===== config.mk =====
export PLATFORM = sky130hd
export DESIGN_NAME = async_oneway_transmitter
export DESIGN_NICKNAME = d
export VERILOG_FILES = /design/src/rtl/async_oneway_transmitter_pkg.sv /design/src/rtl/async_oneway_transmitter_phase_timer.sv /design/src/rtl/async_oneway_transmitter.sv
export SDC_FILE = /design/constraint.sdc
export NUM_CORES = 1
export LEC_CHECK = 0
export CAP_MARGIN = 20
export CORE_ASPECT_RATIO = 1.4
export CORE_MARGIN = 1
export CORE_UTILIZATION = 55
export DETAILED_ROUTE_END_ITERATION = 16
export GPL_ROUTABILITY_DRIVEN = 0
export GPL_TIMING_DRIVEN = 0
export PLACE_DENSITY_LB_ADDON = 0.3
export SETUP_SLACK_MARGIN = 0.15
export SYNTH_ARGS = -nofsm -noshare
export SYNTH_HDL_FRONTEND = slang
export SYNTH_SLANG_ARGS = --single-unit

===== constraint.sdc =====
create_clock -name clk_transmit -period 2.8 [get_ports clk_transmit]
set_input_delay 0.42 -clock clk_transmit [delete_from_list [all_inputs] [get_ports clk_transmit]]
set_output_delay 0.42 -clock clk_transmit [all_outputs]
set_load 0.01 [all_outputs]

===== src/rtl/async_oneway_transmitter_pkg.sv =====
// Shared constants and types for the one-way asynchronous link (transmit and receive ends).
package async_oneway_transmitter_pkg;

  localparam int MESSAGE_SIZE = 20;
  localparam int CHUNK_WIDTH  = 6;
  localparam int CHUNKS       = MESSAGE_SIZE / CHUNK_WIDTH + 1;

  typedef enum logic [2:0] {
    ST_IDLE  = 3'd0,
    ST_SETUP = 3'd1,
    ST_HIGH  = 3'd2,
    ST_LOW   = 3'd3,
    ST_TAIL  = 3'd4,
    ST_COOL  = 3'd5
  } tx_state_e;

  // The extra chunk keeps the receiver aligned even when the size is a multiple of 6.
  function automatic int chunks_for(input int msg_bits);
    return msg_bits / CHUNK_WIDTH + 1;
  endfunction

  function automatic int max2(input int a, input int b);
    return (a > b) ? a : b;
  endfunction

endpackage


===== src/rtl/async_oneway_transmitter_phase_timer.sv =====
// Down-counter timing each transmitter phase; expired while the count sits at zero.
module async_oneway_transmitter_phase_timer #(
  parameter int CNT_W = 5
) (
  input  logic             clk_i,
  input  logic             rst_ni,
  input  logic             load_i,
  input  logic [CNT_W-1:0] load_val_i,
  output logic             expired_o
);

  logic [CNT_W-1:0] cnt_q, cnt_d;

  always_comb begin
    cnt_d = cnt_q;
    if (load_i) begin
      cnt_d = load_val_i;
    end else if (cnt_q != '0) begin
      cnt_d = cnt_q - 1'b1;
    end
  end

  always_ff @(posedge clk_i) begin
    if (!rst_ni) begin
      cnt_q <= '0;
    end else begin
      cnt_q <= cnt_d;
    end
  end

  assign expired_o = (cnt_q == '0);

endmodule


===== src/rtl/async_oneway_transmitter.sv =====
// Transmit end of the one-way asynchronous link: frames a message into slow,
// debouncer-friendly 6-bit chunks strobed by packet_pulse.
module async_oneway_transmitter
  import async_oneway_transmitter_pkg::*;
#(
  parameter int MSG_W        = MESSAGE_SIZE,
  parameter int SETUP_CYCLES = 16,
  parameter int HOLD_CYCLES  = 16,
  parameter int GAP_CYCLES   = 16,
  parameter int TAIL_CYCLES  = 16,
  parameter int IDLE_CYCLES  = 16
) (
  input  logic             clk_transmit,
  input  logic             rst_n,
  input  logic             start,
  input  logic [MSG_W-1:0] message,
  output logic             busy,
  output logic             done,
  output logic             transmit_ctrl,
  output logic             packet_pulse,
  output logic [5:0]       dout
);

  localparam int NCH     = chunks_for(MSG_W);
  localparam int SR_W    = NCH * CHUNK_WIDTH;
  localparam int MAX_CYC = max2(max2(max2(SETUP_CYCLES, HOLD_CYCLES),
                                     max2(GAP_CYCLES, TAIL_CYCLES)), IDLE_CYCLES);
  localparam int CNT_W   = $clog2(MAX_CYC) + 1;
  localparam int IDX_W   = $clog2(NCH) + 1;

  localparam logic [CNT_W-1:0] SETUP_LD = CNT_W'(SETUP_CYCLES - 1);
  localparam logic [CNT_W-1:0] HOLD_LD  = CNT_W'(HOLD_CYCLES - 1);
  localparam logic [CNT_W-1:0] GAP_LD   = CNT_W'(GAP_CYCLES - 1);
  localparam logic [CNT_W-1:0] TAIL_LD  = CNT_W'(TAIL_CYCLES - 1);
  localparam logic [CNT_W-1:0] IDLE_LD  = CNT_W'(IDLE_CYCLES - 1);
  localparam logic [IDX_W-1:0] LAST_IDX = IDX_W'(NCH - 1);

  if (SETUP_CYCLES < 1 || HOLD_CYCLES < 1 || GAP_CYCLES < 1 ||
      TAIL_CYCLES < 1 || IDLE_CYCLES < 1) begin : g_param_check
    $error("async_oneway_transmitter: every phase length must be at least 1 cycle");
  end

  tx_state_e        state_q, state_d;
  logic [SR_W-1:0]  sr_q, sr_d;
  logic [IDX_W-1:0] idx_q, idx_d;
  logic             tmr_load, tmr_expired;
  logic [CNT_W-1:0] tmr_val;

  logic             busy_q, busy_d;
  logic             done_q, done_d;
  logic             ctrl_q, ctrl_d;
  logic             pulse_q, pulse_d;
  logic [5:0]       dout_q, dout_d;

  async_oneway_transmitter_phase_timer #(
    .CNT_W (CNT_W)
  ) u_timer (
    .clk_i      (clk_transmit),
    .rst_ni     (rst_n),
    .load_i     (tmr_load),
    .load_val_i (tmr_val),
    .expired_o  (tmr_expired)
  );

  always_comb begin
    state_d = state_q;
    sr_d    = sr_q;
    idx_d   = idx_q;
    unique case (state_q)
      ST_IDLE: begin
        if (start) begin
          state_d = ST_SETUP;
          sr_d    = SR_W'(message);
          idx_d   = '0;
        end
      end
      ST_SETUP: if (tmr_expired) state_d = ST_HIGH;
      ST_HIGH:  if (tmr_expired) state_d = ST_LOW;
      ST_LOW: begin
        if (tmr_expired) begin
          if (idx_q == LAST_IDX) begin
            state_d = ST_TAIL;
          end else begin
            state_d = ST_HIGH;
            sr_d    = sr_q >> CHUNK_WIDTH;
            idx_d   = idx_q + 1'b1;
          end
        end
      end
      ST_TAIL:  if (tmr_expired) state_d = ST_COOL;
      ST_COOL:  if (tmr_expired) state_d = ST_IDLE;
      default:  state_d = ST_IDLE;
    endcase
  end

  // Each state entry reloads the timer so the state lasts exactly its phase length.
  always_comb begin
    tmr_load = (state_d != state_q);
    tmr_val  = '0;
    unique case (state_d)
      ST_SETUP: tmr_val = SETUP_LD;
      ST_HIGH:  tmr_val = HOLD_LD;
      ST_LOW:   tmr_val = GAP_LD;
      ST_TAIL:  tmr_val = TAIL_LD;
      ST_COOL:  tmr_val = IDLE_LD;
      default:  tmr_val = '0;
    endcase
  end

  // Outputs decode the next state, so data and pulse rise on the same edge.
  always_comb begin
    busy_d  = (state_d != ST_IDLE);
    ctrl_d  = (state_d == ST_SETUP) || (state_d == ST_HIGH) ||
              (state_d == ST_LOW)   || (state_d == ST_TAIL);
    pulse_d = (state_d == ST_HIGH);
    dout_d  = pulse_d ? sr_d[CHUNK_WIDTH-1:0] : 6'd0;
    done_d  = (state_q == ST_TAIL) && (state_d == ST_COOL);
  end

  always_ff @(posedge clk_transmit) begin
    if (!rst_n) begin
      state_q <= ST_IDLE;
      idx_q   <= '0;
      busy_q  <= 1'b0;
      done_q  <= 1'b0;
      ctrl_q  <= 1'b0;
      pulse_q <= 1'b0;
      dout_q  <= '0;
    end else begin
      state_q <= state_d;
      idx_q   <= idx_d;
      busy_q  <= busy_d;
      done_q  <= done_d;
      ctrl_q  <= ctrl_d;
      pulse_q <= pulse_d;
      dout_q  <= dout_d;
    end
  end

  always_ff @(posedge clk_transmit) begin
    sr_q <= sr_d;
  end

  assign busy          = busy_q;
  assign done          = done_q;
  assign transmit_ctrl = ctrl_q;
  assign packet_pulse  = pulse_q;
  assign dout          = dout_q;

endmodule


* Word level (Yosys, flattened, before mapping)
Cells that the tools add are included.
** Operators by class
- Add/subtract/negate cells :: 2
- Muxes and demuxes :: 19
- Reductions and logical operators :: 13
- Equal/unequal tests :: 15
** Operator list (count)
- $mux 24 :: 3
- $pmux 24 s2 :: 1
- $mux 3 :: 10
- $pmux 3 s6 :: 1
- $eq 3x2->1 const B :: 5
- $eq 3x3->1 const B :: 4
- $mux 5 :: 2
- $eq 3x1->1 const B :: 2
- $ne 2x2->1 const B :: 3
- $pmux 3 s2 :: 1
- $logic_not 5->1 :: 1
- $reduce_bool 5->1 :: 1
- $reduce_or 5->1 :: 1
- $sub 5x1->5 const B :: 1
- $mux 4 :: 1
- $reduce_and 4->1 :: 1
- $reduce_bool 2->1 :: 2
- $add 3x1->3 const B :: 1
- $logic_not 3->1 :: 1
- $logic_or 1x1->1 :: 3
- $ne 3x3->1 :: 1
- $reduce_bool 3->1 :: 1
- $reduce_and 2->1 :: 1
- $logic_and 1x1->1 :: 1
** Word-level totals
- Output and inout port bits :: 10
- Bits in registers :: 45
- Input port bits :: 23
- Word-level logic and storage cells :: 59

* Logic depth before layout (Yosys ltp)
Gate-level depths: netlist of the first run.
- Word-level depth :: 8
- Depth in mapped cells :: 9
- Mapped depth without buffers :: 6

* Cells and area by module
A second synthesis of the first run with hierarchy kept.
** Unflattened totals
- Cells, all modules :: 165
- Area total of the unflattened synthesis :: 1841.8 um^2
** Modules (own cells, without submodules)
- async_oneway_transmitter :: instances 1, cells an instance 131, sequential area each 860.8 um^2, area an instance 1541.5 um^2
- async_oneway_transmitter_phase_timer :: instances 1, cells an instance 34, sequential area each 100.1 um^2, area an instance 300.3 um^2

* Worst setup path before layout of the first run
OpenSTA, ideal clock, no wires.
- Kind :: register to register
- Start :: register u_timer.cnt_q[0]
- End :: register dout_q[0] (netlist: dout[0])
- Setup time :: 0.115 ns
- Setup slack :: 1.020 ns
- Data required time :: 2.685 ns
- Period minus slack after synthesis :: 1.780 ns
- Cell stages (with the launch flop) :: 9
- Arrival time :: 1.664 ns
- Buffers on the path :: 2
- Path through :: dfxtp_1 > inv_1 > ha_1 > nor4b_2 > buf_4 > and3_1 > buf_4 > a221o_1 > nor3b_1
** Between the ends
- Elaborated cells between the ends (all ways) :: 11
- Those cells by class :: eq/ne: 1; mux: 8; reduce/logical: 2
** RTL lines
- from (decl) :: line async_oneway_transmitter_phase_timer.sv:12 : logic [CNT_W-1:0] cnt_q, cnt_d;
- from (signal assigned) :: line async_oneway_transmitter_phase_timer.sv:27 : cnt_q <= cnt_d;
- $logic_not 5->1 :: line async_oneway_transmitter_phase_timer.sv:31 : assign expired_o = (cnt_q == '0);
- $mux 24 :: line async_oneway_transmitter.sv:80 : if (tmr_expired) begin
- $pmux 24 s2 :: line async_oneway_transmitter.sv:69 : unique case (state_q)
- via sr_d[0] :: line async_oneway_transmitter.sv:44 : logic [SR_W-1:0] sr_q, sr_d;
- to (signal assigned) :: line async_oneway_transmitter.sv:136 : dout_q <= dout_d;
- to (decl) :: line async_oneway_transmitter.sv:53 : logic [5:0] dout_q, dout_d;
The timed path passes the listed nets, and every way through them passes these cells. The select of a mux whose other input is x is not followed.
A chain may end at the register's enable or synchronous reset.

* Worst setup path after layout of the first run
- Start :: register u_timer.cnt_q[0]
- End :: register sr_q[18] (enable)
** Between the ends
- Longest elaborated chain between the ends :: 3
** RTL lines
- $logic_not 5->1 :: line async_oneway_transmitter_phase_timer.sv:31
- $ne 2x2->1 (no line)
- $reduce_and 4->1 (no line)
- to (signal assigned) :: line async_oneway_transmitter.sv:141 : sr_q <= sr_d;
- to (decl) :: line async_oneway_transmitter.sv:44
Every way passes these cells.

==> results.md, run 1 <==
- Outcome: complete, no violations
- RSZ-0062 raised after global routing: false
- Net count, final: 221
- First-pass GRT wire length: 5.51 mm
- Critical path's largest stage delay: 0.43 ns
- Max-slew violations: 0
- Vias: 1318
- Area Growth Syn to Fin: 26.6%
- Final setup violation count: 0
- Post-synth top flop: dfxtp_1
- Max Root-Sink Buffers: 2
- Antenna Diode Count: 0
- CTS tree: done
- Vias in the first global route: 1317
- Detailed placer's ending HPWL: 2.36 mm
- Initial antenna violation count: 0
- Cell Area, Synth: 1790 sq um
- Tcrit/Tclk final: 73.5%
- Syn_area_per_cell: 11.5 sq um
- Post-CTS Setup Bufs: 0
- CTS Buf Count: 5
- Synth cell count leaders: 27 x dfxtp_1, 14 x edfxtp_1, 13 x and2_1
- Async set or reset register ratio after synthesis: 0%
- Synth top area share: 30.3%
- Most frequent cell after synthesis: dfxtp_1
- Crit path DAT: 1.99 ns
- Hold Buf Count CTS: 0
- Setup TNS: 0 ns
- Clock root buffer: clkbuf_8
- Die Span X: 50.2 microns
- Worst EP required: 2.73 ns
- Start point of the critical path: u_timer.cnt_q[0]
- WP buf/inv: 3
- Detailed Route Iter0 Violations: 37
- Cell Rows: 24
- Reg clk slew, reported paths: 0.07 ns
- Syn_nets: 182
- Worst path most repeated cell: inv_1
- Crit path launch type: register
- Maximum vdd drop: 0.576 mV
- Routed wire length per instance: 14.1 microns
- Post-DR vias/cell: 5.63
- Register bit total from synthesis: 41
- Delay-heaviest family, CP: buffers and inverters
- Largest net degree at the start of global routing: 15
- Crit path cell chain: inv_1 -> ha_1 -> nor4b_2 -> buf_4 -> a31oi_4 -> inv_1
- Sequential fraction of the synthesis area: 53.8%
- H-Tree Depth: 2
- Final Hold Fails: 0
- Post-route minimum period: 2.06 ns
- Detail Route Antenna Nets: 0
- Die height: 69.4 microns
- TritonRoute pass-1 iters: 4
- Worst-path cell with the longest stage delay: inv_1
- Slew headroom: 65.8%
- Synth warn: 0
- Final Cell Area: 2260 sq um
- Final instance count without filler cells: 234
- Area after DPL: 2160 sq um
- CP endpoint kind: register
- Yosys top cell by area: dfxtp_1
- # fillers: 227
- Clock latency on the worst-skew pair: 0.29 ns
- Synth area leaders: dfxtp_1 30%, edfxtp_1 24%, and2_1 4.6%
- M1 wire length: 1.33 mm
- Leak Pwr: 0.856 nW
- Initial Util: 57.8%
- Worst Hold Class: reg -> reg
- Power Density: 826 nW/um^2
- Core area: 3090 sq um
- CTS resizes: 0
- Yosys cell types: 41
- Fmax: 486 MHz
- Top-level I/O count: 33
- DRT Wirelength: 3.31 mm
- DR DRC count: 0
- HP Start: sr_q[5]
- Largest fanout on the critical path: 14
- Fraction of layout cells with a size suffix above 1: 12.8%
- Placed insts: 226
- Clock Skew: 0.00540 ns
- Max-capacitance violation count: 0
- Worst Path Class, Setup: reg -> reg
- DR WL met3: 183 microns
- Reg2reg start: u_timer.cnt_q[0]
- CTS sink cnt: 41
- WL met2: 1.72 mm
- Port bufs: 32
- Mapped Cells: 155
- Die area: 3480 sq um
- Post-synth EDFFs: 14
- Worst-Margin Slew: 0.513 ns
- Total congestion overflow: 0
- Tot GR Track Use: 21.4%
- Max Used Layer: met4
## report_power, final
| group | switching [mW] | internal, mW |
|---|---|---|
| clock | 0.192 | 0.263 |
| sequential | 0.0587 | 0.757 |
| combinational | 0.307 | 0.291 |
| total | 0.558 | 1.31 |
## cell usage in the layout (no fill, tap or decap), types with 3 or more instances in the layout
cell,n
nand2_1,5
buf_4,5
edfxtp_1,14
nor2b_1,3
a221o_1,6
xnor2_1,3
nor3b_1,7
inv_1,7
nand3_1,3
and2_1,13
dfxtp_1,27
a22o_1,8
clkbuf_8,5
ha_1,4
a21oi_1,6
nor2_1,8
buf_2,4
clkdlybuf4s50_1,32
o21ai_0,5
## registers in the layout (all words and copies together), names as in the netlist, 3 cells and up
signal / cells
sr_q: 20
dout: 6
u_timer.cnt_q: 5
idx_q: 3
state_q: 3
## kinds of logic (layout without fill, tap and decap cells)
kind of cell | after synthesis | after routing | synth area share, %
XOR/XNOR | 3 | 3 | 1.47
buffers and inverters | 19 | 59 | 6.16
AND/OR/NAND/NOR | 52 | 52 | 19.2
AO/OA/AOI/OAI | 35 | 35 | 16.0
adder cells (fa/ha/maj) | 4 | 4 | 2.80
multiplexers | 1 | 1 | 0.560
flip-flops | 41 | 41 | 53.8
## worst paths after layout
path         slack (ns)  cells after the start        to
max reg2reg        0.74                      6  sr_q[18]
min                0.49                      1   sr_q[5]
max                0.74                      6  sr_q[18]
min reg2reg        0.49                      1   sr_q[5]
## stage by stage
step	total power [mW]	setup slack (ns)	util (%)	hold WS (ns)
2_1_floorplan	1.26	1.02	-	0.444
3_3_place_gp	1.38	0.572	69.7	0.451
3_5_place_dp	1.42	0.541	69.7	0.468
5_1_grt	1.97	0.577	73.1	0.518
4_1_cts	1.88	0.716	73.1	0.493
6_report	1.87	0.742	73.1	0.492
## per-layer routing
| metal | vias to the layer above | GRT usage, % |
|---|---|---|
| met4 | 0 | 11.4 |
| met2 | 44 | 35.3 |
| li1 | 635 | - |
| met5 | - | 0 |
| met1 | 631 | 23.1 |
| met3 | 8 | 8.11 |
## layout make-up
| cell class | instances | area [sq um] | share of cell area (%) |
|---|---|---|---|
| Tap cell | 39 | 48.8 | 2.16 |
| Sequential cell | 41 | 961 | 42.5 |
| Buffer | 12 | 83.8 | 3.71 |
| Clock inverter | 2 | 33.8 | 1.49 |
| Timing Repair Buffer | 32 | 320 | 14.2 |
| Inverter | 7 | 26.3 | 1.16 |
| Clock buffer | 6 | 72.6 | 3.21 |
| Multi-Input combinational cell | 95 | 716 | 31.6 |
No activity file was read; power rests on OpenSTA's default activity.
==> run 2, diff against run 1 <==
CORE_UTILIZATION = 51   (was 55)
clock period = 1.9 ns   (was 2.8 ns; I/O delays follow)
==> run 2 against run 1 <==
  * Critical endpoint is now state_q[0]
  * Flip-flop and latch count unchanged
  * Critical path depth up 2
  * Die area up 7.6%
  * Largest cell class unchanged
  * Non-clock buffer count up 14
  * Largest power group unchanged
  * Global-route usage down 0.79 points
  * Sequential power up 51%
  * Register-to-register slack worse by 0.64 ns
==> results.md, run 2 (synthesis results as in run 1) <==
- Outcome: complete, no violations
- Post-DR vias/cell: 5.53 (-1.9%)
- Max-capacitance violation count: 0 (unchanged)
- Worst Hold Class: reg -> reg
- Maximum vdd drop: 0.982 mV (+71%)
- Fmax: 555 MHz (+14%)
- Initial Util: 53.4% (-4.4 points)
- Placed insts: 227 (+0.44%)
- CP endpoint kind: register
- DP Worst Slack: -0.116 ns (-0.657 ns)
- Reg clk slew, reported paths: 0.08 ns (about the same)
- Worst hold slack: 0.470 ns (-0.0219 ns)
- Initial antenna violation count: 0 (unchanged)
- Max FFs per register: 20 (unchanged)
- Max-slew violations: 0 (unchanged)
- RSZ-0062 raised after global routing: true
- Detailed Route Iter0 Violations: 47 (+27%)
- CTS sink cnt: 41 (unchanged)
- HP Start: idx_q[2]
- Detailed placer's ending HPWL: 2.33 mm (-1.4%)
- Vias: 1376 (+4.4%)
- Die Span X: 52.0 microns (+3.7%)
- WHS Path Cells: 2 (+1)
- TritonRoute pass-1 iters: 4 (unchanged)
- Largest net degree at the start of global routing: 13 (-2)
- Routed wire length per instance: 15.0 microns (+6.1%)
- Worst-Margin Slew: 0.494 ns (-0.0190 ns)
- R2R depth: 8 (+2)
- Net count, final: 235 (+6.3%)
- Flop2flop setup slack: 0.1 ns (-0.64 ns)
- H-Tree Depth: 2 (unchanged)
- Max Root-Sink Buffers: 2 (unchanged)
- Power Density: 1240 nW/um^2 (+50%)
- Reg2reg start: u_timer.cnt_q[1]
- Most common cell after layout, fill and taps aside: clkdlybuf4s50_1
- Worst Hold Path EP: idx_q[2]
- Die area: 3750 sq um (+7.6%)
- Crit path DAT: 2.04 ns (+0.05 ns)
- First-pass GRT wire length: 5.61 mm (+1.7%)
- Tcrit/Tclk final: 94.8% (+21 points)
- Worst Path Class, Setup: reg -> reg
- Clock Skew: 0.00681 ns (+0.00141 ns)
- Worst reg2reg endpoint: state_q[0]
- Worst EP required: 2.13 ns (-0.60 ns)
- Fraction of layout cells with a size suffix above 1: 26.8% (+14 points)
- Largest fanout on the critical path: 8 (-6)
- Crit path launch type: register
- Clock root buffer: clkbuf_8
- Area Growth Syn to Fin: 39.4%
- CTS tree: done
- Total congestion overflow: 0 (unchanged)
- Top-level I/O count: 33 (unchanged)
- Final setup violation count: 0 (unchanged)
- Final Cell Area: 2490 sq um (+10%)
- Setup TNS: 0 ns (unchanged)
- Core area: 3350 sq um (+8.2%)
- Antenna Diode Count: 0 (unchanged)
- Largest register by flop count: sr_q
- Die height: 72.0 microns (+3.7%)
- CTS Buf Count: 5 (unchanged)
- Cell Rows: 25 (+4.2%)
- Post-route worst setup slack: 0.0991 ns (-0.643 ns)
- Port bufs: 32 (unchanged)
- Final Hold Fails: 0 (unchanged)
- DR DRC count: 0 (unchanged)
- Tot GR Track Use: 20.6% (-0.79 points)
- Leak Pwr: 0.932 nW (+8.8%)
- Most frequent cells in the layout: 32 x clkdlybuf4s50_1, 23 x dfxtp_1, 16 x buf_4
- Vias in the first global route: 1365 (+3.6%)
- Post-route minimum period: 1.80 ns (-0.257 ns)
- Final instance count without filler cells: 249 (+6.4%)
- Clock latency on the worst-skew pair: 0.30 ns (about the same)
- # fillers: 207 (-8.8%)
- Area after DPL: 2170 sq um (+0.52%)
- Slew headroom: 67.1% (+1.3 points)
- DRT Wirelength: 3.73 mm (+13%)
- Detail Route Antenna Nets: 0 (unchanged)
run 2: cell types whose count changed in the layout (fill, tap and decap cells not counted), moves of 4 or more:
cell / before / now
buf_4: 5 / 16
buf_6: 2 / 7
dfxtp_1: 27 / 23
dfxtp_2: 0 / 4
inv_1: 7 / 3
run 2: worst max-delay path, cell delays in order, from the launching register on:
cell	delay (ns)
dfxtp_2	0.33
inv_2	0.07
ha_4	0.14
or4b_4	0.46
buf_6	0.15
o211ai_1	0.12
and3_4	0.23
buf_6	0.12
and2_1	0.13
run 2: metal layers:
metal	vias up	wire length (microns)	GRT usage [%]	share of wire [%]
met4	0	82	10.5	2.2
met5	-	0	0	0
met3	11	153	7.55	4.1
met1	649	1490	21.0	40
li1	671	-	-	-
met2	45	2010	35.9	54
run 2: layout make-up:
cell class                      instances  area (sq um)  share of cell area, %
Tap cell                               40          50.0                   2.01
Inverter                                7          30.0                   1.21
Clock inverter                          2          33.8                   1.36
Sequential cell                        41           966                   38.8
Clock buffer                            6          72.6                   2.91
Timing Repair Buffer                   46           429                   17.2
Multi-Input combinational cell         95           806                   32.3
Buffer                                 12           104                   4.17
run 2: worst max-delay path by stage:
stage | startpoint | slack (ns) | to
CTS | u_timer.cnt_q[1] | 0.13 | u_timer.cnt_q[0]
finish | u_timer.cnt_q[1] | 0.1 | state_q[0]
detailed placement | start | -0.12 | sr_q[14]
global route | u_timer.cnt_q[1] | 0.06 | state_q[0]
global placement | start | -0.08 | sr_q[15]
floorplan | u_timer.cnt_q[0] | 0.15 | sr_q[10]
run 2: what timing repair did:
action                     CTS  global route
pin swaps                    8             6
gates resized for setup     18            12
buffers inserted            10             4
hold buffers                 0             0
hold endpoints to repair     0             0
gates cloned                 0             0
setup endpoints to repair   36            44
run 2: report_power, final:
| part | total [mW] | switching (mW) | internal [mW] |
|---|---|---|---|
| Sequential | 1.23 | 0.106 | 1.12 |
| Combinational | 1.19 | 0.552 | 0.636 |
| Clock | 0.672 | 0.284 | 0.388 |
| Total | 3.08 | 0.942 | 2.14 |
run 2: metrics by stage:
stage | total power [mW] | utilization [%]
final | 3.08 | 74.4
after CTS | 2.95 | 71.9
after global placement | 2.05 | 64.7
after global routing | 3.25 | 74.4
after floorplan | 1.87 | -
after detailed placement | 2.10 | 64.7
